## src/rtl/mem_port_arbiter.sv

```systemverilog
// Round-robin arbiter that serializes NCORES core requests onto a single memory port,
// returning read data tagged with the owning core ID. Optional lock ownership via MEM_ARB_LOCK_EN.
module mem_port_arbiter #(
    parameter int NCORES = 16,
    parameter int AW     = 16,
    parameter int DW     = 16,
    parameter int IDW    = 4
) (
    input  logic               clk,
    input  logic               rst,
    input  logic [NCORES-1:0]  req,
    input  logic [NCORES-1:0]  we,
    input  logic [NCORES*AW-1:0] addr,
    input  logic [NCORES*DW-1:0] wdata,
    input  logic [NCORES-1:0]  lock,
    output logic [NCORES-1:0]  gnt,
    output logic               mem_en,
    output logic               mem_we,
    output logic [AW-1:0]      mem_addr,
    output logic [DW-1:0]      mem_wdata,
    input  logic [DW-1:0]      mem_rdata,
    output logic               rvalid,
    output logic [IDW-1:0]     rid,
    output logic [DW-1:0]      rdata
);

    localparam logic [NCORES-1:0] ONE_HOT_BASE = {{(NCORES-1){1'b0}}, 1'b1};

    logic [IDW-1:0]    ptr_r;
    logic [IDW-1:0]    winner_s;
    logic              anyGnt_s;
    logic [NCORES-1:0] reqEff_s;

`ifdef MEM_ARB_LOCK_EN
    logic              ownerValid_r;
    logic [IDW-1:0]    owner_r;
`else
    logic              unusedLock_s;
    assign unusedLock_s = ^lock;
`endif

    // Qualify requests: nothing is granted in reset, and a lock owner excludes everyone else.
    always_comb begin
        reqEff_s = rst ? {NCORES{1'b0}} : req;
`ifdef MEM_ARB_LOCK_EN
        if (ownerValid_r) begin
            reqEff_s = reqEff_s & (ONE_HOT_BASE << owner_r);
        end else begin
            reqEff_s = reqEff_s;
        end
`endif
    end

    // Search downward so the last hit is the first requester at or after ptr (modulo NCORES).
    always_comb begin
        logic [IDW-1:0] idx;
        idx      = {IDW{1'b0}};
        winner_s = {IDW{1'b0}};
        anyGnt_s = 1'b0;
        for (int k = NCORES - 1; k >= 0; k--) begin
            idx      = ptr_r + IDW'(k);
            winner_s = reqEff_s[idx] ? idx : winner_s;
            anyGnt_s = anyGnt_s | reqEff_s[idx];
        end
    end

    // Memory port mux, forced to zero when idle.
    always_comb begin
        gnt       = anyGnt_s ? (ONE_HOT_BASE << winner_s) : {NCORES{1'b0}};
        mem_en    = anyGnt_s;
        mem_we    = anyGnt_s & we[winner_s];
        mem_addr  = anyGnt_s ? addr[int'(winner_s)*AW +: AW] : {AW{1'b0}};
        mem_wdata = anyGnt_s ? wdata[int'(winner_s)*DW +: DW] : {DW{1'b0}};
        rdata     = rvalid ? mem_rdata : {DW{1'b0}};
    end

    // Rotate pointer past the winner and tag the read return one cycle after issue.
    always_ff @(posedge clk or posedge rst) begin
        if (rst) begin
            ptr_r  <= {IDW{1'b0}};
            rvalid <= 1'b0;
            rid    <= {IDW{1'b0}};
        end else begin
            if (anyGnt_s) begin
                ptr_r <= winner_s + IDW'(1);
            end else begin
                ptr_r <= ptr_r;
            end
            rvalid <= anyGnt_s & ~we[winner_s];
            if (anyGnt_s && !we[winner_s]) begin
                rid <= winner_s;
            end else begin
                rid <= rid;
            end
        end
    end

`ifdef MEM_ARB_LOCK_EN
    // Under ownership every grant goes to the owner, so the lock bit at issue decides retention.
    always_ff @(posedge clk or posedge rst) begin
        if (rst) begin
            ownerValid_r <= 1'b0;
            owner_r      <= {IDW{1'b0}};
        end else if (anyGnt_s) begin
            ownerValid_r <= lock[winner_s];
            owner_r      <= winner_s;
        end else begin
            ownerValid_r <= ownerValid_r;
            owner_r      <= owner_r;
        end
    end
`endif

endmodule
```

## config.mk

```make
export PLATFORM = sky130hd
export DESIGN_NAME = mem_port_arbiter
export DESIGN_NICKNAME = d
export VERILOG_FILES = /design/src/rtl/mem_port_arbiter.sv
export SDC_FILE = /design/constraint.sdc
export NUM_CORES = 1
export LEC_CHECK = 0
export ABC_AREA = 1
export BUFFER_PORTS_ARGS = -buffer_cell sky130_fd_sc_hd__buf_2
export CORE_AREA = 2 2 250 252
export CTS_CLUSTER_DIAMETER = 30
export DETAILED_ROUTE_END_ITERATION = 8
export DIE_AREA = 0 0 252 254
export PLACE_DENSITY = 0.35
export REMOVE_ABC_BUFFERS = 1
export SYNTH_ARGS = -nofsm -noshare
export SYNTH_HDL_FRONTEND = slang
export SYNTH_SLANG_ARGS = --single-unit
export TNS_END_PERCENT = 100
```

## constraint.sdc

```tcl
create_clock -name clk -period 7.7 [get_ports clk]
set_clock_uncertainty 0.2 [all_clocks]
set_input_delay 0.385 -clock clk [delete_from_list [all_inputs] [get_ports clk]]
set_output_delay 0.385 -clock clk [all_outputs]
set_load 0.01 [all_outputs]
```

==> out/results.ini, run 1 <==
[timing]
rsz0062_at_grt = no
final.min_clock_period_ps = 5920
finalMaxSlewViolations = 0
slew_headroom_pct = 37.84
hold_viol = 0
min_period_over_period_pct = 76.89
worst_pin_slew_ps = 929.1
setup_viol = 0
fmax_ghz = 0.1689
finalSetupTns_ps = 0

[logic_synthesis]
synthTopCellsByArea = nor2_1 (20%), nand2_1 (14%), o21ai_1 (13%), o21ai_0 (11%), nand3_1 (8.5%)
synthesis.area_um2 = 7727
synth_edf_count = 0
synthAdderAreaFrac_pct = 2.105
synth-seq-area-share_pct = 2.915
synthMuxAreaShare_pct = 1.684
synthTopCellsByCount = nor2_1 (422), nand2_1 (291), o21ai_1 (196), o21ai_0 (168), nand3_1 (131)
yosysWarnings = 0
synth-simple-area-share_pct = 51.12
synth_compound_area_share_pct = 28.35
yosysMostFrequentCell = nor2_1
synth_seq_cells = 9
yosysTopAreaCellShare_pct = 20.50
synth_area_per_cell_um2 = 4.842
netlist_instances = 1596
synth_top_family_by_area = simple AND/OR/NAND/NOR gates
async_flop_share_pct = 100.0
synth-xor-area-share_pct = 1.441
synthDistinctLibCells = 43
synth_ff_type = dfrtp_1
synth_top_area_cell = nor2_1

[worst_setup_path]
crit_family = simple AND/OR/NAND/NOR gates
cpPeakStageDelay_ps = 480
required_ps = 7110
cp_common_cell = nand2_1
cp-start-kind = register
crit_fanout = 66
slowest_stage = inv_1
arrival_ps = 5340
crit_type = reg -> out
critPathCaptureType = primary output
critical_path_buf_inv_count = 6

[place]
place_congestion = 0.8829
dp_hpwl_mm = 41.17
portBuffers = 632

[clock_tree]
htreeDepth = 1
clkTransAtPathRegs_ps = 50
cts_resized = 0
postCtsSetupRepairBufs = 0
ctsRootBufferMaster = clkbuf_16
clk_latency_ps = 240
ctsHoldBuffers = 0
clk_path_buf_depth = 2
cts_tree = built
cts_buffers = 3
cts_sinks = 9

[min_path]
hold_path_class = in -> async

[detailed_routing]
highest_layer = met5
wl_met1_mm = 20.84
wirelength_mm = 51.67
drc = 0
vias_per_cell = 4.309
first_pass_iters = 6
num_vias = 12690
detail-route-antenna-nets = 0
routed-wl-met2_mm = 26.96
wl_met3_mm = 2.963
drtIter0Drc = 626
wl_per_cell_um = 17.54

[grt]
grt_usage_pct = 14.84
overflow = 0
grt_pass1_wl_mm = 73.83
antenna_found_initial = 15
first_global_vias = 12190
grt_max_degree = 96

[floorplanning]
start_util_pct = 12.61
io_pins = 649
fp.coreArea_um2 = 61260
row_count = 91
die_x_um = 252
die_h_um = 254
dieArea_um2 = 64010

[finish]
utilization_pct = 19.02
fin_nets = 2737
layout-drive-gt1-share_pct = 33.43
fillers = 7371
syn_to_final_growth_pct = 50.75

[run]
max_cap_viol_count = 0

[run_status]
status = finished clean

## metal layers
| layer | vias up | GRT usage, % |
|---|---|---|
| li1 | 6352 | - |
| met1 | 5811 | 17.70 |
| met2 | 458 | 27.93 |
| met3 | 57 | 2.346 |
| met4 | 12 | 2.823 |
| met5 | - | 0 |
## path summary, 6_finish.rpt
path | slack [ps] | cells after the start | to | from
max in group asynchronous | 6760 | 2 | rid[0]$_DFFE_PP0P_ | rst
worst min register to register | 260 | 2 | rid[1]$_DFFE_PP0P_ | rid[1]$_DFFE_PP0P_
worst max-delay path | 1780 | 30 | mem_wdata[14] | ptr_r[1]$_DFFE_PP0P_
worst min-delay path | 80 | 2 | ptr_r[3]$_DFFE_PP0P_ | rst
min in group clk | 260 | 2 | rid[1]$_DFFE_PP0P_ | rid[1]$_DFFE_PP0P_
worst max register to register | 2580 | 31 | rid[0]$_DFFE_PP0P_ | ptr_r[1]$_DFFE_PP0P_
## cells by family (layout without fill, tap and decap cells)
kind of cell / count (synthesis) / after routing
buffers and inverters: 183 / 732
flip-flops: 9 / 9
AND/OR/NAND/NOR: 938 / 938
adder cells (fa/ha/maj): 13 / 13
other: 0 / 10
XOR/XNOR: 8 / 8
multiplexers: 13 / 13
AO/OA/AOI/OAI: 432 / 432
## cells in the final DEF, fill, tap and decap left out, types with 2 or more instances in the layout
cell type / synthesis / routed
nand2_1: 291 / 290
nand2_8: 1 / 2
or2_2: 12 / 12
xor2_1: 3 / 3
inv_2: 9 / 8
mux2i_1: 13 / 13
o21ai_1: 196 / 196
nor2_1: 422 / 421
diode_2: 0 / 10
a21oi_1: 61 / 61
or2_0: 14 / 14
buf_2: 51 / 632
nand2_2: 6 / 6
inv_1: 52 / 52
or2_1: 23 / 23
clkbuf_16: 0 / 3
buf_12: 0 / 8
nand3_2: 5 / 5
nand3b_1: 4 / 4
ha_1: 13 / 13
dfrtp_1: 9 / 9
o21ai_0: 168 / 168
nor3_1: 20 / 20
nand4_1: 4 / 4
buf_4: 22 / 25
xor2_2: 2 / 2
nand3_1: 131 / 131
## state kept, by name (all words and copies together), names as in the netlist
signal,cells
rvalid,1
rid,4
ptr_r,4
## per-stage QoR
stage | hold WS, ps | cells | setup WS (ps) | cell area, µm²
2_1_floorplan | 105.1 | 1476 | 1741 | 7014
3_3_place_gp | 256.8 | 2931 | 1978 | 11540
3_5_place_dp | 254.6 | 2931 | 1970 | 11540
4_1_cts | 75.76 | 2935 | 1704 | 11620
5_1_grt | 130.9 | 2940 | 1273 | 11640
6_report | 80.68 | 2945 | 1780 | 11650
## worst register-to-register path: cells and delay by family (launching register included)
| family | cells | cell delay [ps] |
|---|---|---|
| buffers and inverters | 5 | 1470 |
| AND/OR/NAND/NOR | 25 | 2540 |
| adder cells (fa/ha/maj) | 1 | 480 |
| flip-flops | 1 | 370 |
## cell type report
| class | instances | area [µm²] | share of cell area (%) |
|---|---|---|---|
| Timing Repair Buffer | 665 | 3511 | 30.14 |
| Clock buffer | 4 | 78.83 | 0.6767 |
| Inverter | 63 | 245.2 | 2.105 |
| Antenna cell | 10 | 25.02 | 0.2148 |
| Sequential cell | 9 | 225.2 | 1.933 |
| Multi-Input combinational cell | 1404 | 6575 | 56.44 |
| Tap cell | 790 | 988.4 | 8.485 |
Power of run 1 is not shown: default switching activity piles up to over one toggle a cycle in this logic, so the estimate is an artifact.
==> run 2: changes to the inputs <==
--- a/config.mk
+++ b/config.mk
@@ -11,7 +11,7 @@
 export CTS_CLUSTER_DIAMETER = 30
 export DETAILED_ROUTE_END_ITERATION = 8
 export DIE_AREA = 0 0 252 254
-export PLACE_DENSITY = 0.35
+export PLACE_DENSITY = 0.36
 export REMOVE_ABC_BUFFERS = 1
 export SYNTH_ARGS = -nofsm -noshare
 export SYNTH_HDL_FRONTEND = slang
==> constraint.sdc (replaced) <==
create_clock -name clk -period 4.7 [get_ports clk]
set_clock_uncertainty 0.2 [all_clocks]
set_input_delay 0.235 -clock clk [delete_from_list [all_inputs] [get_ports clk]]
set_output_delay 0.235 -clock clk [all_outputs]
set_load 0.01 [all_outputs]
==> run 2 against run 1 <==
Net effect:
- hold slack gained 120 ps
- sequential share of layout area shrank 0.19 points
- final area grew 12%
==> out/results.ini, run 2 (same netlist as run 1, synthesis figures left out) <==
[finish]
layout_commonest_cell = buf_2
final_cell_mix = buf_2 (631), nor2_1 (413), nand2_1 (271)
fillers = 7272
layout-drive-gt1-share_pct = 38.87
top_regs = ptr_r: 4 flops, rid: 4 flops, rvalid: 1 flops
syn_to_final_growth_pct = 69.45
fin_nets = 2830
fin_area_um2 = 13090

[detailed_routing]
wirelength_mm = 57.44
vias_per_cell = 4.365
wl_per_cell_um = 18.93
num_vias = 13240
wl_met1_mm = 24.73
detail-route-antenna-nets = 0
routed-wl-met2_mm = 28.32
highest_layer = met5
wl_met3_mm = 3.064
first_pass_iters = 5
drc = 0
drtIter0Drc = 899

[floorplanning]
row_count = 91
io_pins = 649
die_h_um = 254
die_x_um = 252
fp.coreArea_um2 = 61260
dieArea_um2 = 64010
start_util_pct = 12.61

[clock_tree]
cts_buffers = 3
ctsHoldBuffers = 0
clk_latency_ps = 240
cts_tree = built
clkTransAtPathRegs_ps = 40
htreeDepth = 1
cts_sinks = 9
clk_path_buf_depth = 2
ctsRootBufferMaster = clkbuf_16

[timing]
rsz0062_at_grt = yes
fmax_ghz = 0.2247
final.min_clock_period_ps = 4450
slew_headroom_pct = 50.81
worst_pin_slew_ps = 732.9
hold_viol = 0
finalMaxSlewViolations = 0
min_period_over_period_pct = 94.69
setup_viol = 0

[worst_setup_path]
r2r_setup_slack_ps = 660
required_ps = 4260
cp-start-kind = register
slowest_stage = dfrtp_1
crit_type = reg -> out
timing.rr.start = ptr_r[1]$_DFFE_PP0P_
cp_common_cell = nand2_1
arrival_ps = 4020
crit_fanout = 18
cpPeakStageDelay_ps = 410
r2r_end = rid[0]$_DFFE_PP0P_
reg2regPathDepth = 32
critPathCaptureType = primary output

[place]
portBuffers = 632
place_congestion = 0.9083
placed_area_um2 = 11970
dp_hpwl_mm = 42.66

[grt]
grt_usage_pct = 15.02
grt_pass1_wl_mm = 74.89
grt_max_degree = 73
antenna_found_initial = 11
overflow = 0
first_global_vias = 12750

[run_status]
status = finished clean

[min_path]
hold_path_class = in -> async

[run]
max_cap_viol_count = 0

## run 2: cell types whose count changed in the layout (fill, tap and decap cells not counted), moves of 12 or more
cell       previous run  this run
nand2_2               6        23
buf_4                25        84
nand2_1             290       271
clkbuf_16             3        18
nand3_1             131       119
## run 2: area by class of cell
class                      count  area (µm²)  share of cell area, %
antenna                        6       15.01                 0.1147
clock buffer                   4       78.83                 0.6020
timing repair buffer         757        4671                  35.67
multi-input combinational   1404        6833                  52.18
inverter                      63       272.8                  2.083
tap                          790       988.4                  7.549
timing repair inverter         1       7.507                0.05733
sequential                     9       227.7                  1.739
## run 2: worst max-delay path, delay by kind of cell (launching register included)
family                     cells  cell delay, ps
buffers and inverters          6             960
and+or+nand+nor               18            1550
DFF                            1             410
adders and majority gates      1             160
AOI/OAI and AO/OA              4             440
xor gates and xnor gates       1             220
## run 2: metal layers
layer / up-vias / track usage [%]
li1: 6552 / -
met1: 6119 / 18.69
met2: 507 / 27.04
met3: 57 / 1.874
met4: 8 / 4.142
met5: - / 0
## run 2: worst max-delay path by stage
stage,from,to,slack [ps],cells after the start
CTS,ptr_r[1]$_DFFE_PP0P_,mem_addr[8],-60,30
finish,ptr_r[1]$_DFFE_PP0P_,mem_wdata[15],250,30
floorplan,ptr_r[0]$_DFFE_PP0P_,mem_we,-1110,28
global placement,ptr_r[0]$_DFFE_PP0P_,mem_addr[8],-60,30
global route,ptr_r[1]$_DFFE_PP0P_,mem_addr[8],-50,31
detailed placement,ptr_r[1]$_DFFE_PP0P_,mem_addr[8],-60,30
## run 2: per-stage QoR
| stage | utilization [%] | hold WS [ps] | setup slack (ps) | cells | TNS (ps) |
|---|---|---|---|---|---|
| 2_1_floorplan | - | -44.93 | -1109 | 1476 | -52330 |
| 5_1_grt | 21.36 | 282.9 | -50.77 | 3031 | -117.4 |
| 6_report | 21.38 | 205.5 | 249.7 | 3034 | 0 |
| 3_3_place_gp | 19.54 | 253.0 | -61.48 | 2981 | -61.48 |
| 4_1_cts | 19.74 | 208.7 | -58.51 | 2986 | -59.86 |
| 3_5_place_dp | 19.54 | 260.8 | -61.40 | 2981 | -61.40 |
## run 2: repair_timing
| item | in CTS | in global routing |
|---|---|---|
| pin swaps | 1 | 11 |
| setup endpoints to repair | 18 | 42 |
| resized for setup | 7 | 104 |
| buffers inserted | 1 | 25 |
| gates cloned | 0 | 17 |
Power of run 2 is left out for the same reason.
==> run 3: changes to the inputs <==
--- a/config.mk
+++ b/config.mk
@@ -7,10 +7,11 @@
 export LEC_CHECK = 0
 export ABC_AREA = 1
 export BUFFER_PORTS_ARGS = -buffer_cell sky130_fd_sc_hd__buf_2
-export CORE_AREA = 2 2 250 252
+export CORE_AREA = 5 5 253 255
+export CTS_BUF_LIST = sky130_fd_sc_hd__clkbuf_4
 export CTS_CLUSTER_DIAMETER = 30
 export DETAILED_ROUTE_END_ITERATION = 8
-export DIE_AREA = 0 0 252 254
+export DIE_AREA = 0 0 258 260
 export PLACE_DENSITY = 0.36
 export REMOVE_ABC_BUFFERS = 1
 export SYNTH_ARGS = -nofsm -noshare
==> run 3 against run 2 <==
Net effect:
- clock-buffer cell count stayed put
- via count is 0.96% higher
- fmax is 0.59% lower
- critical endpoint is now mem_wdata[14]
- die area is 4.8% higher
==> out/results.ini, run 3 (same netlist as run 1, synthesis figures left out) <==
[worst_setup_path]
critPathCaptureType = primary output
cp_common_cell = nand2_1
cp-start-kind = register
cpPeakStageDelay_ps = 410
reg2regPathDepth = 32
slowest_stage = dfrtp_1
crit_type = reg -> out
required_ps = 4260
crit_fanout = 8
arrival_ps = 4040

[detailed_routing]
wirelength_mm = 60.43
detail-route-antenna-nets = 0
vias_per_cell = 4.348
num_vias = 13370
drtIter0Drc = 768
first_pass_iters = 7
drc = 0
wl_per_cell_um = 19.65

[clock_tree]
ctsHoldBuffers = 0
clkTransAtPathRegs_ps = 70
cts_sinks = 9
clk_latency_ps = 260
ctsRootBufferMaster = clkbuf_4
htreeDepth = 1
clk_path_buf_depth = 2
cts_tree = built
cts_buffers = 3

[timing]
min_period_over_period_pct = 95.25
worst_pin_slew_ps = 608.5
slew_headroom_pct = 59.16
finalSetupTns_ps = 0
whs_ps = 193.1
rsz0062_at_grt = yes
hold_viol = 0
finalMaxSlewViolations = 0
setup_viol = 0
final.min_clock_period_ps = 4477
fmax_ghz = 0.2234

[grt]
grt_max_degree = 56
overflow = 0
grt_pass1_wl_mm = 79.14
grt_usage_pct = 14.99
antenna_found_initial = 24
first_global_vias = 12940

[finish]
fin_area_um2 = 13660
final_cell_mix = buf_2 (629), nor2_1 (416), nand2_1 (275)
top_regs = ptr_r: 4 flops, rid: 4 flops, rvalid: 1 flops
layout_commonest_cell = buf_2
syn_to_final_growth_pct = 76.80
fin_nets = 2865
layout-drive-gt1-share_pct = 39.95

[floorplanning]
dieArea_um2 = 67080
io_pins = 649
start_util_pct = 12.59
row_count = 91
fp.coreArea_um2 = 61370
die_x_um = 258
die_h_um = 260

[place]
placed_area_um2 = 12240
portBuffers = 632
dp_hpwl_mm = 45.77
place_congestion = 0.9274

[min_path]
hold_path_class = in -> async

[run_status]
status = finished clean

[run]
max_cap_viol_count = 0

run 3: what timing repair did:
action                                  CTS  global route
endpoints found under the setup margin   26            41
gates resized for setup                  16           131
cloned                                    1            21
setup buffers                             3            35
pin swaps                                 2            31
run 3: metal layers:
metal	GRT usage (%)	share of wire, %	vias up
met5	0	0.081	-
met2	27.57	51	497
li1	-	-	6624
met3	2.583	5.3	48
met4	2.892	1.3	8
met1	18.41	42	6193
run 3: path summary, 6_finish.rpt:
check / start / endpoint / slack (ps)
min in group clk: rid[1]$_DFFE_PP0P_ / rid[1]$_DFFE_PP0P_ / 270
worst min register to register: rid[1]$_DFFE_PP0P_ / rid[1]$_DFFE_PP0P_ / 270
max in group asynchronous: rst / ptr_r[3]$_DFFE_PP0P_ / 3950
worst min-delay path: rst / ptr_r[0]$_DFFE_PP0P_ / 190
worst max register to register: ptr_r[1]$_DFFE_PP0P_ / rid[0]$_DFFE_PP0P_ / 670
worst max-delay path: ptr_r[1]$_DFFE_PP0P_ / mem_wdata[14] / 220
run 3: layout make-up:
cell class              instances  area (µm²)
inverters                      63       272.8
clock buffers                   4       30.03
multi-input cells            1404        6917
fillers                      7213       47710
diodes                         12       30.03
repair inverters                2       32.53
well taps                     790       988.4
repair buffers                791        5164
flip-flops and latches          9       227.7
run 3: metrics by stage:
stage	setup WS, ps	cells	util [%]
floorplan	-1109	1476	-
global placement	160.9	2999	19.95
detailed placement	157.1	2999	19.95
CTS	-4.550	3007	20.19
global route	-53.87	3073	22.25
finish	223.4	3075	22.26
run 3: critical path: cells and delay by family, from the launching register on:
family / cells / cell delay (ps)
AO/OA/AOI/OAI: 4 / 390
adder cells (fa/ha/maj): 1 / 180
XOR/XNOR: 1 / 190
AND/OR/NAND/NOR: 19 / 1760
buffers and inverters: 6 / 830
flip-flops: 1 / 410
Power of run 3 is left out for the same reason.
